--- config.mk ---
export PLATFORM = sky130hd
export DESIGN_NAME = note_scheduler
export DESIGN_NICKNAME = d
export VERILOG_FILES = /design/src/rtl/note_sched_pkg.sv /design/src/rtl/note_word_decode.sv /design/src/rtl/note_scheduler.sv
export SDC_FILE = /design/constraint.sdc
export NUM_CORES = 1
export LEC_CHECK = 0
export BUFFER_PORTS_ARGS = -buffer_cell sky130_fd_sc_hd__buf_2
export CAP_MARGIN = 20
export CORE_MARGIN = 2
export CORE_UTILIZATION = 45
export CTS_BUF_LIST = sky130_fd_sc_hd__clkbuf_2 sky130_fd_sc_hd__clkbuf_4 sky130_fd_sc_hd__clkbuf_8
export DETAILED_ROUTE_END_ITERATION = 10
export GPL_TIMING_DRIVEN = 0
export MAX_ROUTING_LAYER = met4
export PLACE_DENSITY = 0.75
export SLEW_MARGIN = 25
export SYNTH_ARGS = -nofsm -noshare
export SYNTH_HDL_FRONTEND = slang
export SYNTH_SLANG_ARGS = --single-unit
--- constraint.sdc ---
create_clock -name clk -period 6.24 [get_ports clk]
set_input_delay 0.624 -clock clk [delete_from_list [all_inputs] [get_ports clk]]
set_output_delay 0.624 -clock clk [all_outputs]
set_load 0.03 [all_outputs]
--- src/rtl/note_sched_pkg.sv ---
// Shared types and song-word layout for the note scheduler.
package note_sched_pkg;

  typedef enum logic [2:0] {
    S_IDLE,
    S_FETCH,
    S_WAIT,
    S_ISSUE,
    S_PLAY,
    S_DONE
  } state_t;

  // Song word: [15] EOS, [14:9] note, [8:3] duration, [2:0] amplitude
  localparam int unsigned EOS_BIT  = 15;
  localparam int unsigned NOTE_LSB = 9;
  localparam int unsigned DUR_LSB  = 3;
  localparam int unsigned AMP_LSB  = 0;

  localparam int unsigned NOTE_W = 6;
  localparam int unsigned DUR_W  = 6;
  localparam int unsigned AMP_W  = 3;
  localparam int unsigned ENV_W  = 6;

endpackage

--- src/rtl/note_word_decode.sv ---
// Combinational song-word decode: field split, EOS/zero-duration flags and
// attack/decay clamping so that attack + decay never exceeds the duration.
module note_word_decode
  import note_sched_pkg::*;
(
  input  logic [15:0]       word,
  input  logic [ENV_W-1:0]  attack_in,
  input  logic [ENV_W-1:0]  decay_in,
  output logic              eos,
  output logic              dur_zero,
  output logic [NOTE_W-1:0] note,
  output logic [DUR_W-1:0]  duration,
  output logic [AMP_W-1:0]  amplitude,
  output logic [ENV_W-1:0]  attack,
  output logic [ENV_W-1:0]  decay
);

  logic [6:0] dur7;
  logic [6:0] att7;
  logic [6:0] rem7;
  logic [6:0] dec7;

  always_comb begin
    eos       = word[EOS_BIT];
    note      = word[NOTE_LSB +: NOTE_W];
    duration  = word[DUR_LSB +: DUR_W];
    amplitude = word[AMP_LSB +: AMP_W];
    dur_zero  = (duration == '0);

    // 7-bit sums keep the remainder arithmetic free of wrap-around
    dur7 = {1'b0, duration};
    att7 = ({1'b0, attack_in} < dur7) ? {1'b0, attack_in} : dur7;
    rem7 = dur7 - att7;
    dec7 = ({1'b0, decay_in} < rem7) ? {1'b0, decay_in} : rem7;

    attack = ENV_W'(att7);
    decay  = ENV_W'(dec7);
  end

endmodule

--- src/rtl/note_scheduler.sv ---
// Song ROM walker: decodes note words, pulses new_note and counts beats to
// advance on note end. Define NOTE_SCHED_LOOP_EN to loop the song on EOS.
module note_scheduler
  import note_sched_pkg::*;
#(
  parameter int unsigned ADDR_W = 7
) (
  input  logic              clk,
  input  logic              reset,
  input  logic              play,
  input  logic              beat,
  input  logic [ENV_W-1:0]  attack_in,
  input  logic [ENV_W-1:0]  decay_in,
  input  logic [15:0]       rom_data,
  output logic [ADDR_W-1:0] rom_addr,
  output logic              new_note,
  output logic [NOTE_W-1:0] note,
  output logic [DUR_W-1:0]  duration,
  output logic [AMP_W-1:0]  amplitude,
  output logic [ENV_W-1:0]  attack,
  output logic [ENV_W-1:0]  decay,
  output logic              song_done
);

  state_t state, state_nx;

  logic [DUR_W-1:0]  cnt, cnt_nx, cnt_inc;
  logic [ADDR_W-1:0] addr_nx, addr_inc;
  logic              last_addr;

  logic              new_note_nx, song_done_nx;
  logic [NOTE_W-1:0] note_nx;
  logic [DUR_W-1:0]  duration_nx;
  logic [AMP_W-1:0]  amplitude_nx;
  logic [ENV_W-1:0]  attack_nx, decay_nx;

  logic              d_eos, d_dur_zero;
  logic [NOTE_W-1:0] d_note;
  logic [DUR_W-1:0]  d_duration;
  logic [AMP_W-1:0]  d_amplitude;
  logic [ENV_W-1:0]  d_attack, d_decay;

  note_word_decode u_decode (
    .word      (rom_data),
    .attack_in (attack_in),
    .decay_in  (decay_in),
    .eos       (d_eos),
    .dur_zero  (d_dur_zero),
    .note      (d_note),
    .duration  (d_duration),
    .amplitude (d_amplitude),
    .attack    (d_attack),
    .decay     (d_decay)
  );

  assign cnt_inc   = cnt + DUR_W'(1);
  assign addr_inc  = rom_addr + ADDR_W'(1);
  assign last_addr = &rom_addr;

  always_comb begin
    state_nx     = state;
    addr_nx      = rom_addr;
    cnt_nx       = cnt;
    new_note_nx  = 1'b0;
    note_nx      = note;
    duration_nx  = duration;
    amplitude_nx = amplitude;
    attack_nx    = attack;
    decay_nx     = decay;
    song_done_nx = song_done;

    case (state)
      S_IDLE: begin
        addr_nx      = '0;
        cnt_nx       = '0;
        note_nx      = '0;
        duration_nx  = '0;
        amplitude_nx = '0;
        attack_nx    = '0;
        decay_nx     = '0;
        song_done_nx = 1'b0;
        if (play) state_nx = S_FETCH;
      end

      S_FETCH: begin
        // ends the looping-mode song_done pulse; never set here otherwise
        song_done_nx = 1'b0;
        state_nx     = S_WAIT;
      end

      S_WAIT: begin
        if (d_eos) begin
          song_done_nx = 1'b1;
`ifdef NOTE_SCHED_LOOP_EN
          addr_nx  = '0;
          state_nx = S_FETCH;
`else
          state_nx = S_DONE;
`endif
        end else if (d_dur_zero) begin
          if (last_addr) begin
            song_done_nx = 1'b1;
            state_nx     = S_DONE;
          end else begin
            addr_nx  = addr_inc;
            state_nx = S_FETCH;
          end
        end else begin
          note_nx      = d_note;
          duration_nx  = d_duration;
          amplitude_nx = d_amplitude;
          attack_nx    = d_attack;
          decay_nx     = d_decay;
          new_note_nx  = 1'b1;
          state_nx     = S_ISSUE;
        end
      end

      S_ISSUE: begin
        cnt_nx   = '0;
        state_nx = S_PLAY;
      end

      S_PLAY: begin
        if (play && beat) begin
          cnt_nx = cnt_inc;
          if (cnt_inc == duration) begin
            if (last_addr) begin
              song_done_nx = 1'b1;
              state_nx     = S_DONE;
            end else begin
              addr_nx  = addr_inc;
              state_nx = S_FETCH;
            end
          end
        end
      end

      S_DONE: begin
        if (!play) state_nx = S_IDLE;
      end

      default: state_nx = S_IDLE;
    endcase
  end

  always_ff @(posedge clk or posedge reset) begin
    if (reset) begin
      state     <= S_IDLE;
      rom_addr  <= '0;
      cnt       <= '0;
      new_note  <= 1'b0;
      note      <= '0;
      duration  <= '0;
      amplitude <= '0;
      attack    <= '0;
      decay     <= '0;
      song_done <= 1'b0;
    end else begin
      state     <= state_nx;
      rom_addr  <= addr_nx;
      cnt       <= cnt_nx;
      new_note  <= new_note_nx;
      note      <= note_nx;
      duration  <= duration_nx;
      amplitude <= amplitude_nx;
      attack    <= attack_nx;
      decay     <= decay_nx;
      song_done <= song_done_nx;
    end
  end

endmodule
==> summary.txt, run 1 <==
Status
  • Status: finished clean

STA
  • Max Slew Vio Count: 0
  • Final worst path period share: 0.726
  • Least-Margin Pin Slew: 0.752 ns
  • Final hold violations: 0
  • Min Tclk post-route: 4.53 ns
  • # setup viols final: 0
  • Clock Skew: 0.00985 ns
  • Total negative slack: 0 ns
  • Worst relative slew slack: 0.499
  • Fmax: 221 MHz
  • Unrepaired setup endpoints after global routing: false

Floorplanning
  • Chip Height: 82.1 um
  • Die extent in x: 82.1 um
  • Starting density of the core: 0.463
  • Core footprint: 5920 um2
  • Die ar.: 6740 um2
  • Row count: 28
  • IO Pins: 68

Worst hold path
  • Min-delay worst type: in2async

Synthesis
  • Syn Inst Count: 296
  • Syn Area/Cell: 9.27 um2
  • Main flop type after synthesis: dfrtp_1
  • Synth warnings: 0
  • FFs w/ async S/R, synth: 1.00
  • Count of different cell masters after synthesis: 60
  • Synth area leaders: dfrtp_1, ha_1, o21ai_0
  • Share of the synthesized area in the top cell type: 0.411
  • Synthesized cell area: 2740 um2
  • Seq cells post-synth: 45
  • Number of synthesized flops with an enable pin: 0
  • Post-synth net total: 347
  • Synth area leader: dfrtp_1
  • Register area share after synthesis: 0.411

Setup path
  • Worst path cell trace: buf_2 > inv_1 > ha_1 > a21o_1 > a21oi_1 > o21ai_1 > mux2_2 > ha_1 > inv_1 > fa_1 > a21o_1 > a21oi_1 > xor2_1 > ha_1 > o2111ai_1 > a21oi_1 > inv_1 > o311ai_0
  • Critical path arrival: 4.72 ns
  • Reg2reg start: rom_addr[0]$_DFFE_PP0P_
  • CP peak stage delay: 0.60 ns
  • WS Path Type: in2reg
  • Crit path capture type: flop
  • R2R setup slack: 3.76 ns
  • CP Max Fanout: 10
  • Critical R2R Capture: rom_addr[2]$_DFFE_PP0P_
  • Crit start category: input pin
  • CP max-delay cell: a21oi_1
  • Register-to-Register Path Depth: 9
  • Worst Path Required: 6.43 ns

GRT
  • Number of global-route vias before repair: 2375
  • GRT Util Overall: 0.215
  • Global-route wire length before repair: 10900 um
  • Congestion Overflow GR: 0
  • Initial antenna violation count: 0
  • Largest net degree at the start of global routing: 29

Drt
  • Routed WL per cell: 14.9 um
  • Drt total wl: 6670 um
  • Initial drt markers: 73
  • Vias per std cell: 5.52
  • Residual DRC: 0
  • Final ANT Viol Nets: 0
  • Vias: 2460
  • First-pass DRT Iterations: 4

Clock tree
  • Cts repair resizes: 0
  • Count of clock tree sinks: 45
  • CTS tree: built
  • CTS Root Cell: clkbuf_8
  • Clock latency on the worst-skew pair: 0.30 ns
  • Htree depth: 2
  • Clock Path Buffers: 2
  • Clock Pin Slew Worst Setup and Hold Paths: 0.08 ns
  • Postcts setup bufs: 0
  • CTS buffer count: 5
  • Hold Buf Count CTS: 0

Pwr
  • Power per cell area: 376 nW/um2
  • Total Power: 1240 uW
  • Max rail drop VDD: 0.168 mV
  • Leakage: 0.00163 uW

Layout
  • Layout Utilization: 0.554
  • Fin cells: 446
  • Inserted Diodes: 0
  • Final net count: 422
  • Layout area overhead: 19.7%
  • Share of cells above drive strength 1: 0.243

Placement
  • GPL Wtd Cong: 0.918
  • Port buffer count: 67
  • Placed cell count: 439
  • Dpl hpwl: 5210 um

Job
  • Max-cap violations: 0
cells in the mapped netlist, types with 6 or more instances:
master    count
nor2_1       13
clkbuf_1      7
xnor2_1       9
nor3_1        7
nand3_1       6
ha_1         18
dfrtp_1      45
o21ai_0      35
nand2_1      46
a22o_1        7
mux2i_1       8
inv_1        13
a21oi_1       8
report_power, final:
part           internal (uW)  switching, uW
combinational            204            423
sequential               365           54.3
clock                   87.7           99.8
how the worst max path moves through the flow:
stage | startpoint | end | slack (ns) | cells past startpoint
6_report | rom_data[4] | decay[5]$_DFFE_PP0P_ | 1.71 | 18
3_5_place_dp | rom_data[4] | decay[5]$_DFFE_PP0P_ | 1.41 | 18
2_1_floorplan | rom_data[4] | decay[4]$_DFFE_PP0P_ | 2.13 | 17
5_1_grt | rom_data[4] | decay[5]$_DFFE_PP0P_ | 1.37 | 18
3_3_place_gp | rom_data[4] | decay[5]$_DFFE_PP0P_ | 1.54 | 18
4_1_cts | rom_data[4] | decay[5]$_DFFE_PP0P_ | 1.70 | 18
metrics by stage:
step                      setup slack (ns)  hold slack, ns  cell area, um2
final                                 1.71           0.303            3280
after global routing                  1.37           0.332            3280
after CTS                             1.70           0.309            3280
after detailed placement              1.41           0.469            3190
after global placement                1.54           0.462            3170
after floorplan                       2.13           0.470            2740
layout make-up:
class / count / area (um2)
Multi-Input combinational cell: 225 / 1520
Timing Repair Buffer: 68 / 355
Inverter: 15 / 56.3
Buffer: 11 / 45.0
Clock buffer: 6 / 82.6
Fill cell: 534 / 2640
Sequential cell: 45 / 1130
Clock inverter: 1 / 7.51
Tap cell: 75 / 93.8
per-layer routing:
layer  routed length (um)  GRT usage  up-vias  share of wire
li1                     -          -     1210              -
met1                 2960      0.270     1181           0.44
met2                 3340      0.356       57           0.50
met3                  241     0.0319       12          0.036
met4                  125     0.0683        0          0.019
met5                    0          -        -              0
state kept, by name, indices dropped and copies added, names as in the netlist:
register / flops
note: 6
duration: 6
cnt: 6
decay: 6
song_done: 1
attack: 6
amplitude: 3
rom_addr: 7
new_note: 1
state: 3
worst max-delay path, delay by kind of cell:
family	cells	cell delay (ns)
compound gates	8	2.11
xor+xnor	1	0.11
fa+ha+maj	4	1.16
buf+inv	4	0.37
mux	1	0.33
layout by cell type (no fill, tap or decap), types with 3 or more instances in the layout:
cell type and instances:
or2_2 3, ha_1 18, and2_1 3, mux2i_1 8
clkbuf_8 6, a22o_1 7, buf_2 70, inv_1 12
a31oi_1 4, dfrtp_1 45, xor2_1 4, a21oi_1 8
nor2_1 13, nand2b_1 3, clkbuf_1 7, a21o_1 3
nand2_1 46, o21ai_0 35, nand3_1 6, o31ai_1 3
xnor2_1 9, nor3_1 7
kinds of logic after synthesis:
family                   after synthesis  synth area share
AO/OA/AOI/OAI                         83             0.197
AND/OR/NAND/NOR                      100             0.183
XOR/XNOR                              14            0.0497
adder cells (fa/ha/maj)               19            0.0894
flip-flops                            45             0.411
buffers and inverters                 26            0.0370
multiplexers                           9            0.0333
No activity file was read; power rests on OpenSTA's default activity.
==> run 2: changes to the inputs <==
--- a/config.mk
+++ b/config.mk
@@ -13,7 +13,7 @@
 export DETAILED_ROUTE_END_ITERATION = 10
 export GPL_TIMING_DRIVEN = 0
 export MAX_ROUTING_LAYER = met4
-export PLACE_DENSITY = 0.75
+export PLACE_DENSITY = 0.78
 export SLEW_MARGIN = 25
 export SYNTH_ARGS = -nofsm -noshare
 export SYNTH_HDL_FRONTEND = slang
==> constraint.sdc (replaced) <==
create_clock -name clk -period 3.7 [get_ports clk]
set_input_delay 0.37 -clock clk [delete_from_list [all_inputs] [get_ports clk]]
set_output_delay 0.37 -clock clk [all_outputs]
set_load 0.03 [all_outputs]
==> run 2 against run 1 <==
- the flow now finishes with violations (negative setup slack)
- combinational power grew 88%
- clock-buffer cell count unchanged
- sequential share of layout area fell by 2.5 points
- register-to-register slack worse by 2.5 ns
- worst hold slack got worse by 0.17 ns
- critical endpoint is now decay[3]$_DFFE_PP0P_
- die area stayed put
- cell area up 7.9%
==> summary.txt, run 2 (synthesized netlist as in run 1, its figures left out) <==
Status
  • Status: finished, violations left
  • Failing checks: negative setup slack

GRT
  • GRT Util Overall: 0.215 (about the same)
  • Congestion Overflow GR: 0 (unchanged)
  • Number of global-route vias before repair: 2384 (+0.38%)
  • Largest net degree at the start of global routing: 28 (-3.4%)
  • Initial antenna violation count: 0 (unchanged)
  • Global-route wire length before repair: 10900 um (-0.31%)

Layout
  • Layout Utilization: 0.598 (+0.0437)
  • Layout area overhead: 29.1%
  • Biggest register: rom_addr
  • Area occupied by registers: 1130 um2 (unchanged)
  • Most common cell after layout, fill and taps aside: buf_2
  • Multi-input gate area: 1680 um2 (+11%)
  • Final net count: 431 (+2.1%)
  • Largest register FFs: 7 (unchanged)
  • Share of cells above drive strength 1: 0.320 (+0.0776)
  • Most frequent cells in the layout: buf_2, nand2_1, dfrtp_1
  • Fillers: 482 (-9.7%)
  • Inserted Diodes: 0 (unchanged)

Setup path
  • Crit path from: rom_data[7]
  • Register-to-Register Path Depth: 7 (-2)
  • Crit path capture type: flop
  • WS Path Type: in2reg
  • Crit start category: input pin
  • Reg2reg start: cnt[0]$_DFFE_PP0P_
  • Critical path arrival: 3.95 ns (-0.77 ns)
  • CP Max Fanout: 5 (-5)
  • Worst Path Required: 3.94 ns (-2.49 ns)
  • Critical R2R Capture: rom_addr[5]$_DFFE_PP0P_
  • R2R setup slack: 1.27 ns (-2.49 ns)

Floorplanning
  • Chip Height: 82.1 um (unchanged)
  • IO Pins: 68 (unchanged)
  • Die extent in x: 82.1 um (unchanged)
  • Core footprint: 5920 um2 (unchanged)
  • Row count: 28 (unchanged)
  • Starting density of the core: 0.463 (unchanged)
  • Die ar.: 6740 um2 (unchanged)

STA
  • Least-Margin Pin Slew: 0.619 ns (-0.132 ns)
  • Setup WS post-layout: -0.00616 ns (-1.71 ns)
  • Worst relative slew slack: 0.584 (+0.0854)
  • # setup viols final: 1 (+1)
  • Fmax: 270 MHz
  • Final worst path period share: 1.00
  • Min Tclk post-route: 3.71 ns
  • Total negative slack: -0.00616 ns (-0.00616 ns)
  • Max Slew Vio Count: 0 (unchanged)
  • Hold slack: 0.138 ns (-0.165 ns)
  • Final hold violations: 0 (unchanged)
  • Clock Skew: 0.0132 ns (+0.00332 ns)

Job
  • Max-cap violations: 0 (unchanged)

Pwr
  • NetSw: 1040 uW (+81%)
  • Leakage: 0.00171 uW (+4.9%)
  • Max rail drop VDD: 0.388 mV (+130%)
  • Proportion of power drawn by combinational gates: 0.532 (+0.024)
  • Total Power: 2220 uW (+79%)
  • P_int: 1170 uW (+79%)
  • Switching Fraction: 0.470 (+0.00285)
  • Power share of the clock group: 0.148 (-0.004)
  • Sequential power share: 0.320 (-0.020)
  • Power per cell area: 626 nW/um2 (+66%)

Clock tree
  • CTS Root Cell: clkbuf_8
  • Clock Path Buffers: 2 (unchanged)
  • Clock latency on the worst-skew pair: 0.30 ns (about the same)
  • Clock Pin Slew Worst Setup and Hold Paths: 0.09 ns (about the same)
  • Count of clock tree sinks: 45 (unchanged)
  • Htree depth: 2 (unchanged)
  • CTS buffer count: 5 (unchanged)
  • CTS tree: built

Drt
  • Routed WL per cell: 16.0 um (+7.1%)
  • Vias per std cell: 5.64 (+2.3%)
  • First-pass DRT Iterations: 4 (unchanged)
  • Residual DRC: 0 (unchanged)
  • Final ANT Viol Nets: 0 (unchanged)
  • Vias: 2573 (+4.6%)
  • Initial drt markers: 161 (+120%)
  • Drt total wl: 7300 um (+9.5%)

Worst hold path
  • Min-delay worst type: in2async

Placement
  • Port buffer count: 67 (unchanged)
  • Placement Setup Slack: -0.586 ns (-1.99 ns)
  • Dpl hpwl: 5120 um (-1.6%)
  • GPL Wtd Cong: 0.892 (-2.9%)
==> run 2: cell types whose count changed in the layout (fill, tap and decap cells not counted), sizes merged <==
cell      change
clkinv        +2
buf           +8
clkinvlp      -1
a21oi         +1
==> run 2: final cells by class <==
cell class / instances / share of cell area
plain buffers: 11 / 0.0127
clock buffers: 6 / 0.0233
clock inverters: 2 / 0.00389
inverters: 15 / 0.0166
multi-input cells: 226 / 0.476
flip-flops and latches: 45 / 0.318
well taps: 75 / 0.0265
repair buffers: 76 / 0.123
==> run 2: per-stage QoR <==
stage	cell area (um2)	std cells
6_report	3540	456
5_1_grt	3540	456
4_1_cts	3370	451
3_5_place_dp	3210	439
3_3_place_gp	3180	438
2_1_floorplan	2750	296
==> run 2: metal layers <==
layer	vias to the layer above	wire length (um)	GRT usage
met5	-	0	-
met4	0	132	0.0400
met3	15	390	0.0396
met2	77	3750	0.370
met1	1249	3020	0.265
li1	1232	-	-
==> run 2: critical path, stage by stage <==
cell,delay [ns]
buf_2,0.13
inv_2,0.06
ha_4,0.21
a21o_1,0.19
a21oi_2,0.18
o21ai_4,0.13
mux2_4,0.23
ha_2,0.22
inv_1,0.08
fa_2,0.40
a21o_1,0.20
a21oi_2,0.14
xor2_1,0.22
ha_1,0.23
o2111ai_4,0.17
a21oi_4,0.23
buf_4,0.15
mux2i_1,0.23
a22o_1,0.16
==> run 2: power by group through the flow <==
stage / Combinational, uW / Sequential [uW] / Clock (uW)
floorplan: 559 / 910 / 0
global placement: 1030 / 710 / 0
detailed placement: 1060 / 715 / 0
CTS: 1090 / 707 / 333
global route: 1280 / 723 / 354
finish: 1180 / 709 / 327
==> run 2: repair_timing <==
action,4_1_cts,5_1_grt
endpoints found under the hold margin,0,0
gates resized for setup,8,31
gates cloned,0,1
hold buffers,0,0
endpoints found under the setup margin,6,6
pin swaps,3,20
setup buffers,4,4
==> run 2: how the worst max path moves through the flow <==
| stage | slack [ns] | endpoint | depth (start not counted) |
|---|---|---|---|
| 6_report | -0.006 | decay[3]$_DFFE_PP0P_ | 19 |
| 5_1_grt | -0.13 | decay[3]$_DFFE_PP0P_ | 19 |
| 4_1_cts | 0.03 | decay[2]$_DFFE_PP0P_ | 18 |
| 3_5_place_dp | -0.59 | decay[2]$_DFFE_PP0P_ | 18 |
| 3_3_place_gp | -0.49 | decay[2]$_DFFE_PP0P_ | 18 |
| 2_1_floorplan | 0.03 | decay[0]$_DFFE_PP0P_ | 17 |
==> run 3: changes to the inputs <==
--- a/config.mk
+++ b/config.mk
@@ -5,15 +5,15 @@
 export SDC_FILE = /design/constraint.sdc
 export NUM_CORES = 1
 export LEC_CHECK = 0
+export ABC_AREA = 1
 export BUFFER_PORTS_ARGS = -buffer_cell sky130_fd_sc_hd__buf_2
 export CAP_MARGIN = 20
-export CORE_MARGIN = 2
 export CORE_UTILIZATION = 45
 export CTS_BUF_LIST = sky130_fd_sc_hd__clkbuf_2 sky130_fd_sc_hd__clkbuf_4 sky130_fd_sc_hd__clkbuf_8
 export DETAILED_ROUTE_END_ITERATION = 10
 export GPL_TIMING_DRIVEN = 0
 export MAX_ROUTING_LAYER = met4
-export PLACE_DENSITY = 0.78
+export PLACE_DENSITY = 0.77
 export SLEW_MARGIN = 25
 export SYNTH_ARGS = -nofsm -noshare
 export SYNTH_HDL_FRONTEND = slang
==> run 3 against run 2 <==
- the flow now finishes without violations
- highest routed layer unchanged
- cell count is 18% higher
- critical path type unchanged
- first-iteration DRC count is 37% lower
- synthesized cell count is 30% higher
- critical path depth is 8 higher
- clock-buffer cell count stayed put
- fmax is 7.0% higher
- worst hold slack worse by 0.13 ns
- synthesized area is 4.2% higher
- routed wire length is 5.2% lower
==> summary.txt, run 3 <==
STA
  • Final hold violations: 0 (unchanged)
  • Min Tclk post-route: 3.46 ns (-0.242 ns)
  • Hold slack: 0.00910 ns (-0.129 ns)
  • Fmax: 289 MHz (+7.0%)
  • Max Slew Vio Count: 0 (unchanged)
  • Clock Skew: 0.0103 ns (-0.00282 ns)
  • Worst relative slew slack: 0.563 (-0.0218)
  • Final worst path period share: 0.936 (-0.0654)
  • # setup viols final: 0 (-1)
  • Least-Margin Pin Slew: 0.655 ns (+0.0356 ns)

Synthesis
  • FFs w/ async S/R, synth: 1.00 (unchanged)
  • Synth warnings: 0 (unchanged)
  • Synth area leader: dfrtp_1
  • Syn Area/Cell: 7.45 um2 (-20%)
  • Register area share after synthesis: 0.394 (-0.0167)
  • Share of the synthesized area in the top cell type: 0.394 (-0.0167)
  • Synth cell count leaders: nand2_1, nand3_1, inv_1, dfrtp_1, o21ai_0
  • Syn Inst Count: 384 (+30%)
  • Post-synth net total: 435 (+25%)
  • Synth area leaders: dfrtp_1, nand2_1, nand3_1
  • Most frequent cell after synthesis: nand2_1
  • Number of synthesized flops with an enable pin: 0 (unchanged)
  • Synthesized cell area: 2860 um2 (+4.2%)
  • Count of different cell masters after synthesis: 27 (-55%)
  • Seq cells post-synth: 45 (unchanged)
  • Main flop type after synthesis: dfrtp_1

Floorplanning
  • Row count: 28 (unchanged)
  • Core footprint: 6030 um2 (+1.8%)
  • Die extent in x: 81.7 um (-0.44%)
  • IO Pins: 68 (unchanged)
  • Chip Height: 81.7 um (-0.44%)
  • Die ar.: 6680 um2 (-0.89%)
  • Starting density of the core: 0.474 (+0.0112)

Drt
  • Routed WL per cell: 12.9 um (-19%)
  • Vias per std cell: 5.18 (-8.2%)
  • First-pass DRT Iterations: 5 (+1)
  • Residual DRC: 0 (unchanged)
  • Vias: 2777 (+7.9%)
  • Final ANT Viol Nets: 0 (unchanged)
  • Drt total wl: 6920 um (-5.2%)
  • Initial drt markers: 102 (-37%)

Pwr
  • Power per cell area: 684 nW/um2 (+9.3%)
  • Max rail drop VDD: 0.369 mV (-5.0%)
  • Leakage: 0.00194 uW (+14%)

Layout
  • Design Area, Final: 3450 um2 (-2.6%)
  • Most common cell after layout, fill and taps aside: nand2_1
  • Final net count: 511 (+19%)
  • Largest register FFs: 7 (unchanged)
  • Most frequent cells in the layout: nand2_1, buf_2, nand3_1
  • Layout area overhead: 20.6%
  • Biggest register: rom_addr
  • Share of cells above drive strength 1: 0.223 (-0.0968)
  • Inserted Diodes: 0 (unchanged)

Setup path
  • Crit path capture type: flop
  • CP Max Fanout: 10 (+5)
  • Crit start category: input pin
  • Critical path arrival: 3.66 ns (-0.29 ns)
  • Register-to-Register Path Depth: 11 (+4)
  • WS Path Type: in2reg
  • Worst Path Required: 3.90 ns (-0.04 ns)

Clock tree
  • Clock Path Buffers: 2 (unchanged)
  • CTS tree: built
  • Htree depth: 2 (unchanged)
  • Count of clock tree sinks: 45 (unchanged)
  • Clock Pin Slew Worst Setup and Hold Paths: 0.09 ns (about the same)
  • CTS buffer count: 5 (unchanged)
  • Clock latency on the worst-skew pair: 0.30 ns (about the same)
  • CTS Root Cell: clkbuf_8
  • Hold Buf Count CTS: 0 (unchanged)

GRT
  • Congestion Overflow GR: 0 (unchanged)
  • Number of global-route vias before repair: 2613 (+9.6%)
  • GRT Util Overall: 0.227 (+0.0123)
  • Global-route wire length before repair: 11300 um (+3.9%)
  • Largest net degree at the start of global routing: 33 (+18%)
  • Initial antenna violation count: 0 (unchanged)

Placement
  • GPL Wtd Cong: 0.868 (-2.6%)
  • Placed inst area: 3310 um2 (+3.2%)
  • Port buffer count: 67 (unchanged)
  • Dpl hpwl: 5350 um (+4.4%)

Status
  • Status: finished clean

Worst hold path
  • Min-delay worst type: in2async

Job
  • Max-cap violations: 0 (unchanged)
run 3: cell count changes after synthesis, moves of 5 or more:
| cell | before | now |
|---|---|---|
| nand2_1 | 46 | 115 |
| nand3_1 | 6 | 54 |
| inv_1 | 13 | 48 |
| mux2i_1 | 8 | 0 |
| o21ai_0 | 35 | 27 |
| clkbuf_1 | 7 | 0 |
| nand4_1 | 1 | 6 |
| nor3_1 | 7 | 2 |
| o22ai_1 | 0 | 5 |
| xnor2_1 | 9 | 4 |
run 3: routing by layer:
layer  routed length, um  vias up  global-route usage
met3                 265        7              0.0267
met4                  76        0              0.0772
met2                3460       66               0.394
met1                3120     1294               0.272
met5                   0        -                   -
li1                    -     1410                   -
run 3: kinds of logic after synthesis:
kind of cell,share of synthesized area
buffers and inverters,0.0810
DFF,0.394
and+or+nand+nor,0.318
xor gates and xnor gates,0.0123
AOI/OAI and AO/OA,0.109
adders and majority gates,0.0858
run 3: worst paths after layout:
| kind | startpoint | slack [ns] | to |
|---|---|---|---|
| hold reg to reg | decay[1]$_DFFE_PP0P_ | 0.49 | decay[1]$_DFFE_PP0P_ |
| hold / removal | reset | 0.009 | decay[5]$_DFFE_PP0P_ |
| setup / recovery | rom_data[8] | 0.24 | decay[2]$_DFFE_PP0P_ |
| max in group asynchronous | reset | 3.21 | note[5]$_DFFE_PP0P_ |
| min in group clk | rom_data[11] | 0.29 | note[2]$_DFFE_PP0P_ |
| setup reg to reg | rom_addr[0]$_DFFE_PP0P_ | 1.82 | rom_addr[0]$_DFFE_PP0P_ |
run 3: cell type report:
type,count,area [um2]
Fill cell,555,2580
Multi-Input combinational cell,282,1530
Sequential cell,45,1130
Timing Repair Buffer,69,365
Inverter,51,191
Tap cell,75,93.8
Clock buffer,6,82.6
Buffer,6,42.5
Clock inverter,2,13.8
run 3: stage by stage:
step                 util  std cells  total power, uW  TNS [ns]  worst slack [ns]
floorplan               -        384             1660         0             0.415
global placement    0.546        526             1980    -0.848            -0.161
detailed placement  0.549        527             2000     -1.46            -0.267
CTS                 0.565        535             2340         0            0.0316
global route        0.572        536             2530   -0.0803           -0.0328
finish              0.572        536             2360         0             0.236
run 3: repair_timing:
action,CTS,global route
setup buffers,0,1
resized for setup,0,11
setup endpoints to repair,0,6
run 3: worst max-delay path, cell delays in order:
cell	delay, ns
buf_2	0.12
inv_1	0.07
ha_1	0.29
a21oi_1	0.18
o21a_1	0.15
nand2_1	0.07
clkbuf_4	0.18
nand2_1	0.06
o21ai_0	0.09
inv_1	0.07
ha_1	0.13
inv_1	0.07
fa_2	0.35
nand3_1	0.09
nand2_1	0.10
xnor2_2	0.23
ha_1	0.29
nand2_1	0.10
inv_1	0.05
nand2_1	0.06
nand2_1	0.06
nand2_2	0.08
nand2_4	0.09
nand2_4	0.10
nand2_1	0.07
nand3_1	0.07
nand2_1	0.06
run 3: power by group:
part	internal [uW]	leakage [uW]	switching, uW	total, uW
logic	400	0.00128	892	1290
registers	637	0.000615	99.6	737
clock network	152	0.0000512	180	331
total	1190	0.00194	1170	2360
